File: config.mk
export PLATFORM = sky130hd
export DESIGN_NAME = wide_alu_seq
export DESIGN_NICKNAME = d
export VERILOG_FILES = /design/src/rtl/wide_alu_seq_pkg.sv /design/src/rtl/wide_alu_seq_alu.sv /design/src/rtl/wide_alu_seq.sv
export SDC_FILE = /design/constraint.sdc
export NUM_CORES = 1
export LEC_CHECK = 0
export CAP_MARGIN = 20
export CORE_MARGIN = 2
export CORE_UTILIZATION = 60
export CTS_BUF_LIST = sky130_fd_sc_hd__clkbuf_8
export CTS_CLUSTER_SIZE = 8
export DETAILED_ROUTE_END_ITERATION = 12
export MAX_ROUTING_LAYER = met4
export PLACE_DENSITY = 0.94
export SETUP_SLACK_MARGIN = 0.5
export SLEW_MARGIN = 10
export SYNTH_ARGS = -nofsm -noshare
export SYNTH_HDL_FRONTEND = slang
export SYNTH_SLANG_ARGS = --single-unit
File: constraint.sdc
create_clock -name clk -period 9.91 [get_ports clk]
set_clock_uncertainty 0.15 [all_clocks]
set_input_delay 2.4775 -clock clk [delete_from_list [all_inputs] [get_ports clk]]
set_output_delay 2.4775 -clock clk [all_outputs]
set_load 0.02 [all_outputs]
File: src/rtl/wide_alu_seq_pkg.sv
// Shared definitions for wide_alu_seq: FSM states, wide opcodes and the
// opcode encoding of the 8-bit byte ALU.
package wide_alu_seq_pkg;

  typedef enum logic [1:0] {
    ST_IDLE   = 2'd0,
    ST_FIRST  = 2'd1,
    ST_SECOND = 2'd2,
    ST_FIN    = 2'd3
  } state_e;

  typedef enum logic [2:0] {
    WOP_ADD = 3'd0,
    WOP_SUB = 3'd1,
    WOP_SHL = 3'd2,
    WOP_SHR = 3'd3,
    WOP_CEQ = 3'd4
  } wop_e;

  localparam logic [2:0] ALU_OP_NOP      = 3'd0;
  localparam logic [2:0] ALU_OP_ADD      = 3'd1;
  localparam logic [2:0] ALU_OP_SUB      = 3'd2;
  localparam logic [2:0] ALU_OP_CEQ      = 3'd3;
  localparam logic [2:0] ALU_FN_SHIFTL_X = 3'd4;
  localparam logic [2:0] ALU_FN_SHIFTL_O = 3'd5;
  localparam logic [2:0] ALU_FN_SHIFTR_X = 3'd6;
  localparam logic [2:0] ALU_FN_SHIFTR_O = 3'd7;

  function automatic logic wop_is_legal(input logic [2:0] w);
    return (w <= 3'(WOP_CEQ));
  endfunction

endpackage

File: src/rtl/wide_alu_seq_alu.sv
// 8-bit byte ALU. The _X shifts shift in zero; the _O shifts shift in the
// overflow input so that two byte passes form one wide shift.
module wide_alu_seq_alu
  import wide_alu_seq_pkg::*;
(
  input  logic [2:0] op,
  input  logic [7:0] a,
  input  logic [7:0] b,
  input  logic       ovf_in,
  input  logic       flag_in,
  output logic [7:0] res,
  output logic       ovf_out,
  output logic       flag_out,
  output logic       br_en
);

  logic [8:0] sum_s;

  // Byte-wide datapath; overflow is carry for ADD and borrow for SUB.
  always_comb begin
    sum_s    = 9'h000;
    res      = 8'h00;
    ovf_out  = 1'b0;
    flag_out = 1'b0;
    case (op)
      ALU_OP_ADD: begin
        sum_s   = {1'b0, a} + {1'b0, b} + {8'h00, ovf_in};
        res     = sum_s[7:0];
        ovf_out = sum_s[8];
      end
      ALU_OP_SUB: begin
        sum_s   = {1'b0, a} - {1'b0, b} - {8'h00, ovf_in};
        res     = sum_s[7:0];
        ovf_out = sum_s[8];
      end
      ALU_OP_CEQ: begin
        flag_out = (a == b);
      end
      ALU_FN_SHIFTL_X: begin
        res     = {a[6:0], 1'b0};
        ovf_out = a[7];
      end
      ALU_FN_SHIFTL_O: begin
        res     = {a[6:0], ovf_in};
        ovf_out = a[7];
      end
      ALU_FN_SHIFTR_X: begin
        res     = {1'b0, a[7:1]};
        ovf_out = a[0];
      end
      ALU_FN_SHIFTR_O: begin
        res     = {ovf_in, a[7:1]};
        ovf_out = a[0];
      end
      default: begin
        res      = 8'h00;
        ovf_out  = 1'b0;
        flag_out = 1'b0;
      end
    endcase
    br_en = flag_out | flag_in;
  end

endmodule

File: src/rtl/wide_alu_seq.sv
// 16-bit sequential ALU: each operation runs as two passes through one 8-bit
// byte ALU, chaining the overflow between passes.
module wide_alu_seq
  import wide_alu_seq_pkg::*;
(
  input  logic        clk,
  input  logic        rst_n,
  input  logic        start,
  input  logic [2:0]  wop,
  input  logic [15:0] opa,
  input  logic [15:0] opb,
  output logic        busy,
  output logic        done,
  output logic [15:0] result,
  output logic        carry_out,
  output logic        flag_out,
  output logic        err
);

  state_e      state_q, state_d;
  logic [2:0]  wop_q, wop_d;
  logic [15:0] opa_q, opa_d;
  logic [15:0] opb_q, opb_d;
  logic        cy_q, cy_d;
  logic [7:0]  lo_res_q, lo_res_d;
  logic        lo_flag_q, lo_flag_d;
  logic        busy_q, busy_d;
  logic        done_q, done_d;
  logic [15:0] result_q, result_d;
  logic        carry_out_q, carry_out_d;
  logic        flag_out_q, flag_out_d;
  logic        err_q, err_d;

  logic        sel_hi_s;
  logic [2:0]  alu_op_s;
  logic [7:0]  alu_a_s, alu_b_s, alu_res_s;
  logic        alu_ovf_in_s, alu_ovf_out_s, alu_flag_s;
  logic        alu_br_unused_s;
  logic        sub_borrow_s;

  // Byte selection and ALU opcode for the current pass; SHR walks high byte first.
  always_comb begin
    sel_hi_s     = (state_q == ST_SECOND) ^ (wop_q == WOP_SHR);
    alu_a_s      = sel_hi_s ? opa_q[15:8] : opa_q[7:0];
    alu_b_s      = sel_hi_s ? opb_q[15:8] : opb_q[7:0];
    alu_ovf_in_s = (state_q == ST_SECOND) ? cy_q : 1'b0;
    alu_op_s     = ALU_OP_NOP;
    if (((state_q == ST_FIRST) || (state_q == ST_SECOND)) && wop_is_legal(wop_q)) begin
      case (wop_q)
        WOP_ADD: alu_op_s = ALU_OP_ADD;
        WOP_SUB: alu_op_s = ALU_OP_SUB;
        WOP_CEQ: alu_op_s = ALU_OP_CEQ;
        WOP_SHL: alu_op_s = (state_q == ST_FIRST) ? ALU_FN_SHIFTL_X : ALU_FN_SHIFTL_O;
        WOP_SHR: alu_op_s = (state_q == ST_FIRST) ? ALU_FN_SHIFTR_X : ALU_FN_SHIFTR_O;
        default: alu_op_s = ALU_OP_NOP;
      endcase
    end else begin
      alu_op_s = ALU_OP_NOP;
    end
  end

  // Wide borrow from the operand high bytes plus the registered low-byte borrow.
  always_comb begin
    sub_borrow_s = (opa_q[15:8] < opb_q[15:8]) ||
                   ((opa_q[15:8] == opb_q[15:8]) && cy_q);
  end

  wide_alu_seq_alu u_alu (
    .op       (alu_op_s),
    .a        (alu_a_s),
    .b        (alu_b_s),
    .ovf_in   (alu_ovf_in_s),
    .flag_in  (1'b0),
    .res      (alu_res_s),
    .ovf_out  (alu_ovf_out_s),
    .flag_out (alu_flag_s),
    .br_en    (alu_br_unused_s)
  );

  // Sequencer next-state and output-register logic.
  always_comb begin
    state_d     = state_q;
    wop_d       = wop_q;
    opa_d       = opa_q;
    opb_d       = opb_q;
    cy_d        = cy_q;
    lo_res_d    = lo_res_q;
    lo_flag_d   = lo_flag_q;
    busy_d      = 1'b0;
    done_d      = 1'b0;
    result_d    = result_q;
    carry_out_d = carry_out_q;
    flag_out_d  = flag_out_q;
    err_d       = err_q;
    case (state_q)
      ST_IDLE, ST_FIN: begin
        if (start) begin
          wop_d   = wop;
          opa_d   = opa;
          opb_d   = opb;
          err_d   = 1'b0;
          busy_d  = 1'b1;
          state_d = ST_FIRST;
        end else begin
          state_d = ST_IDLE;
        end
      end
      ST_FIRST: begin
        cy_d      = alu_ovf_out_s;
        lo_res_d  = alu_res_s;
        lo_flag_d = alu_flag_s;
        busy_d    = 1'b1;
        state_d   = ST_SECOND;
      end
      ST_SECOND: begin
        done_d      = 1'b1;
        state_d     = ST_FIN;
        result_d    = 16'h0000;
        carry_out_d = 1'b0;
        flag_out_d  = 1'b0;
        err_d       = 1'b0;
        case (wop_q)
          WOP_ADD, WOP_SHL: begin
            result_d    = {alu_res_s, lo_res_q};
            carry_out_d = alu_ovf_out_s;
          end
          WOP_SUB: begin
            result_d    = {alu_res_s, lo_res_q};
            carry_out_d = sub_borrow_s;
          end
          WOP_SHR: begin
            result_d    = {lo_res_q, alu_res_s};
            carry_out_d = alu_ovf_out_s;
          end
          WOP_CEQ: begin
            flag_out_d = lo_flag_q & alu_flag_s;
          end
          default: begin
            err_d = 1'b1;
          end
        endcase
        cy_d = 1'b0;
      end
      default: begin
        state_d = ST_IDLE;
      end
    endcase
  end

  // State and output registers.
  always_ff @(posedge clk or negedge rst_n) begin
    if (!rst_n) begin
      state_q     <= ST_IDLE;
      wop_q       <= 3'd0;
      opa_q       <= 16'h0000;
      opb_q       <= 16'h0000;
      cy_q        <= 1'b0;
      lo_res_q    <= 8'h00;
      lo_flag_q   <= 1'b0;
      busy_q      <= 1'b0;
      done_q      <= 1'b0;
      result_q    <= 16'h0000;
      carry_out_q <= 1'b0;
      flag_out_q  <= 1'b0;
      err_q       <= 1'b0;
    end else begin
      state_q     <= state_d;
      wop_q       <= wop_d;
      opa_q       <= opa_d;
      opb_q       <= opb_d;
      cy_q        <= cy_d;
      lo_res_q    <= lo_res_d;
      lo_flag_q   <= lo_flag_d;
      busy_q      <= busy_d;
      done_q      <= done_d;
      result_q    <= result_d;
      carry_out_q <= carry_out_d;
      flag_out_q  <= flag_out_d;
      err_q       <= err_d;
    end
  end

  assign busy      = busy_q;
  assign done      = done_q;
  assign result    = result_q;
  assign carry_out = carry_out_q;
  assign flag_out  = flag_out_q;
  assign err       = err_q;

endmodule
# Word level (Yosys, flattened, before mapping)
# Cells that the tools add are included.
[classes]
shifts = 0
magnitude_cmp = 2
n_div = 0
muxes = 22
mul = 0
add_sub_neg = 4
n_reduce_logical = 16
n_bitwise = 2
n_eq_ne = 17
[op_table]
columns = ["op", "n"]
rows = [
  ["$pmux W8 S6", 1],
  ["$pmux W16 S2", 1],
  ["$eq A8 B8 Y1", 2],
  ["$mux W8", 2],
  ["$eq A3 B3 Y1 const B", 5],
  ["$pmux W3 S5", 1],
  ["$eq A3 B2 Y1 const B", 4],
  ["$mux W1", 10],
  ["$add A8 B8 Y9", 1],
  ["$add A9 B1 Y9", 1],
  ["$sub A8 B8 Y9", 1],
  ["$sub A9 B1 Y9", 1],
  ["$lt A8 B8 Y1", 1],
  ["$pmux W1 S2", 4],
  ["$eq A3 B1 Y1 const B", 2],
  ["$pmux W2 S3", 1],
  ["$reduce_or A2 Y1", 3],
  ["$reduce_or A3 Y1", 2],
  ["$reduce_or A5 Y1", 1],
  ["$eq A2 B2 Y1 const B", 2],
  ["$pmux W1 S4", 1],
  ["$reduce_and A2 Y1", 2],
  ["$reduce_bool A2 Y1", 2],
  ["$le A3 B3 Y1 const B", 1],
  ["other kinds (9)", 11],
]
[totals]
input_bits = 38
latchBits = 0
wordCells = 76
mem_bits_rw = 0
memories = 0
romBits = 0
regBits = 68
out_inout_bits = 21

# Depth between registers and ports, before layout
[depth]
depth_word = 8
ltp_mapped = 17
mapped_depth_nobuf = 16

# By module
# Synthesis repeated with hierarchy kept, for this count alone.
[unflattened]
cells_unflattened = 392
hier_area_um2 = 4383.0
[modules_own_cells]
columns = ["module", "area_per_inst_um2", "instances", "cells_each", "seq_area_each_um2"]
rows = [
  ["wide_alu_seq", 3248.1, 1, 236, 1701.6],
  ["wide_alu_seq_alu", 1134.8, 1, 156, 0.0],
]

# Worst setup path before layout
# OpenSTA, ideal clock, no wires.
[synth_timing]
kind = "reg2reg"
startpoint = "reg state_q[0]"
endpoint = "reg result_q[14] (netlist: result[14])"
setup_ps = 136
path_buffers = 1
setup_slack_ps = 6101
period_less_slack_ps = 3809
required_ps = 9624
arrival_time_ps = 3523
stages_incl_launch_ff = 16
path_cell_list = "dfrtp_1 > inv_1 > ha_1 > xnor2_4 > clkbuf_1 > mux2i_1 > xnor2_1 > ha_1 > a21o_1 > fa_1 > o21a_1 > nor2_1 > o21ai_0 > xor2_1 > a221oi_1 > o21ai_0"
[synth_between]
elab_chain_cells = 7
word_cells_on_any_way = 24
classes_between = "add/sub: 4; eq/ne: 8; mux: 9; bitwise: 1; reduce/logical: 2"
[synth_rtl]
columns = ["item", "line_no", "rtl"]
rows = [
  ["from (decl)", "wide_alu_seq.sv:20", "state_e state_q, state_d;"],
  ["from (signal assigned)", "wide_alu_seq.sv:167", "state_q <= state_d;"],
  ["$eq A2 B2 Y1 / $eq A2 B1 Y1 (equally long branches)", "n/a", ""],
  ["$xor A1 B1 Y1 (tied with other cells)", "wide_alu_seq.sv:43", "sel_hi_s = (state_q == ST_SECOND) ^ (wop_q == WOP_SHR);"],
  ["$mux W8 (tied with other cells)", "wide_alu_seq.sv:44", "alu_a_s = sel_hi_s ? opa_q[15:8] : opa_q[7:0];"],
  ["$sub A8 B8 Y9 (tied with other cells)", "wide_alu_seq_alu.sv:32", "sum_s = {1'b0, a} - {1'b0, b} - {8'h00, ovf_in};"],
  ["$sub A9 B1 Y9 (tied with other cells)", "wide_alu_seq_alu.sv:32", ""],
  ["$pmux W8 S6", "wide_alu_seq_alu.sv:25", "case (op)"],
  ["$pmux W16 S2", "wide_alu_seq.sv:122", "case (wop_q)"],
  ["to (signal assigned)", "wide_alu_seq.sv:176", "result_q <= result_d;"],
  ["to (decl)", "wide_alu_seq.sv:29", "logic [15:0] result_q, result_d;"],
]
# Parallel ways exist; a longest one is shown, timed or not.
# A chain may end at the register's enable or synchronous reset.

# Final worst setup path
[layout_timing]
startpoint = "reg wop_q[2]"
endpoint = "reg lo_res_q[6]"
[layout_between]
elab_chain_cells = 6
word_cells_on_any_way = 23
classes_between = "add/sub: 4; order compare: 1; eq/ne: 10; mux: 5; bitwise: 1; reduce/logical: 2"
[layout_rtl]
columns = ["item", "line_no", "rtl"]
rows = [
  ["from (decl)", "wide_alu_seq.sv:21", "logic [2:0] wop_q, wop_d;"],
  ["from (signal assigned)", "wide_alu_seq.sv:168", "wop_q <= wop_d;"],
  ["$eq A3 B2 Y1", "wide_alu_seq.sv:43, wide_alu_seq.sv:49", ""],
  ["$xor A1 B1 Y1", "wide_alu_seq.sv:43", ""],
  ["$mux W8, on equally long branches", "wide_alu_seq.sv:44, wide_alu_seq.sv:45", ""],
  ["$sub A8 B8 Y9 / $add A8 B8 Y9 (equally long branches)", "wide_alu_seq_alu.sv:32, wide_alu_seq_alu.sv:27", ""],
  ["$sub A9 B1 Y9 / $add A9 B1 Y9 (equally long branches)", "wide_alu_seq_alu.sv:32, wide_alu_seq_alu.sv:27", ""],
  ["$pmux W8 S6 *", "wide_alu_seq_alu.sv:25", ""],
  ["to (signal assigned)", "wide_alu_seq.sv:172", "lo_res_q <= lo_res_d;"],
  ["to (decl)", "wide_alu_seq.sv:25", "logic [7:0] lo_res_q, lo_res_d;"],
]
# Mark *: on every way between the ends. The rest lies on a longest branch, timed or not.

==> flow_summary.json <==
{
  "outcome": "completed",
  "fill_cells": 488,
  "layout_commonest_cell": "dfrtp_1",
  "core_area_sq_um": 6832,
  "syn_nets": 516,
  "ys_warn_count": 0,
  "antenna_found_initial": 0,
  "multi_input_area_sq_um": 2396,
  "area_growth_pct": 20.36,
  "ios": 59,
  "die_h_um": 88.44,
  "maxCapViolCount": 0,
  "dieArea_sq_um": 7821,
  "clock_tree.buffer_depth": 2,
  "fin_crit_sh_pct": 45.62,
  "drive_gt1_share_pct": 13.19,
  "register_area_sq_um": 1702,
  "setup_violations": 0,
  "min_path_type": "reg2reg",
  "fin_tns_setup_ns": 0,
  "worstPathRequired_ns": 9.95,
  "grt-ovfl-total": 0,
  "slew_violations": 0,
  "tightestPinTransition_ns": 0.8576,
  "ys_seq_area_share_pct": 39.78,
  "critical_path_class": "reg2reg",
  "hold_slack_ns": 0.3630,
  "cp-end-kind": "flop",
  "cts_hold_buf": 0,
  "clk_latency_ns": 0.34,
  "cts_root_buf": "clkbuf_8",
  "diodes": 0,
  "vias": 3725,
  "drtAntennaViolNets": 0,
  "dr.pass1.iters": 5,
  "first_iter_violations": 346,
  "viasPerCell": 6.167,
  "die_w_um": 88.44,
  "cts_tree": "built",
  "htreeDepth": 3,
  "cts_sinks": 68,
  "synth-edff-count": 0,
  "worstHoldPathCells": 1,
  "synthesis.area_sq_um": 4278,
  "hold_viol_final": 0,
  "clkTransAtPathRegs_ns": 0.08,
  "numCtsBuffers": 9,
  "netlist_instances": 445,
  "routabilityCongestion": 0.9805,
  "synth_flop_cell": "dfrtp_1",
  "avgSynthCellArea_sq_um": 9.613,
  "max_freq_mhz": 221.2,
  "route.detailed.drc": 0,
  "drt-total-wl_um": 11700,
  "r2r_cells": 13,
  "fin_util_pct": 75.37,
  "arrival_ns": 4.56,
  "worst-path-max-fanout": 28,
  "synthDistinctLibCells": 54,
  "maxSlewHeadroom_pct": 42.83,
  "grt_usage_pct": 32.96,
  "place_hpwl_um": 8411,
  "grt_pass1_vias": 3817,
  "initial_utilization_pct": 62.62,
  "cts_resized": 0,
  "synth_top_area_share_pct": 39.78,
  "min_period_ns": 4.521,
  "numPortBuffers": 58,
  "grt_max_degree": 69,
  "synth_area_leaders": "dfrtp_1, mux2_2, ha_1, a21oi_1, nor2_1",
  "grt_first_pass_wirelength_um": 18910,
  "cts_setup_buffers": 0,
  "nNetsFinal": 574,
  "rsz0062_at_grt": "no",
  "critPathLaunchType": "flop",
  "yosys_register_bits": 68,
  "yosysTopAreaCell": "dfrtp_1",
  "layout_common_cells": "dfrtp_1, clkdlybuf4s50_1, nor2_1, a21oi_1, mux2_2",
  "wl_per_cell_um": 19.36,
  "async_reset_ff_share_pct": 100.0,
  "row_count": 30
}
[worst paths after layout]
check	start	to	slack [ns]
setup / recovery	wop_q[2]$_DFFE_PN0P_	lo_res_q[6]$_DFFE_PN0P_	5.39
hold / removal	opb_q[7]$_DFFE_PN0P_	opb_q[7]$_DFFE_PN0P_	0.36
setup reg to reg	wop_q[2]$_DFFE_PN0P_	lo_res_q[6]$_DFFE_PN0P_	5.39
hold reg to reg	opb_q[7]$_DFFE_PN0P_	opb_q[7]$_DFFE_PN0P_	0.36
max in group asynchronous	rst_n	lo_res_q[6]$_DFFE_PN0P_	6.87
min in group asynchronous	rst_n	opb_q[8]$_DFFE_PN0P_	2.17
[layer usage]
metal  global-route usage [%]  wire length, um  vias up
met5                        -                0        -
met4                    15.70              503        0
met3                    5.970              958       48
met2                    50.44             5441      191
met1                    42.55             4792     1783
li1                         -                -     1703
[Yosys cell counts (all sizes together), types with 2 or more instances]
library cell  count
mux2             39
nand2            29
clkbuf           14
fa                2
nor4              4
nor3b             2
xnor2             4
or2               2
and2              3
nor3              6
o2bb2ai           2
nand2b            3
or3               2
nor2             45
dfrtp            68
and4              2
nand4             3
o22ai             5
o21a              7
o21ai            28
a21oi            40
nand3b            2
mux2i            11
o31a              2
inv              33
a31oi             3
o221ai            5
xor2              5
a211oi            6
a221oi            2
ha               31
o21bai            2
nor2b            10
a21o              4
a22oi             5
[stage by stage]
step,instance area [sq um],setup WS [ns],std cells
floorplan,4278,6.101,445
global placement,4947,5.735,588
detailed placement,4947,5.578,588
CTS,5149,5.506,604
global route,5149,5.138,604
finish,5149,5.389,604
[critical path, stage by stage (launching register included)]
cell and delay (ns):
dfrtp_1 0.60, and3b_4 0.30, xnor2_4 0.67, mux2i_1 0.37, xnor2_1 0.10, ha_1 0.18, a21o_1 0.18, fa_1 0.45
o21a_1 0.21, nor2_1 0.19, o21ai_0 0.20, xor2_1 0.18, a221oi_1 0.43, a21oi_1 0.14
[state kept, by name, indices dropped and copies added, names as in the netlist]
signal	count
busy	1
carry_out	1
cy_q	1
done	1
err	1
flag_out	1
lo_flag_q	1
lo_res_q	8
opa_q	16
opb_q	16
result	16
state_q	2
wop_q	3
[layout make-up]
| cell class | count | area share (%) |
|---|---|---|
| repair buffers | 62 | 11.76 |
| multi-input cells | 329 | 46.54 |
| inverters | 33 | 2.406 |
| clock inverters | 6 | 1.239 |
| clock buffers | 10 | 2.673 |
| well taps | 96 | 2.333 |
| flip-flops and latches | 68 | 33.05 |
[logic make-up after synthesis]
group | synth area share [%]
AO/OA/AOI/OAI | 17.43
AND/OR/NAND/NOR | 13.37
flip-flops | 39.78
multiplexers | 12.93
buffers and inverters | 4.212
adder cells (fa/ha/maj) | 10.00
XOR/XNOR | 2.282
Power is left out: the tool's default activity adds up to more than one toggle a clock period on the data nets, which glitch-free logic cannot reach.
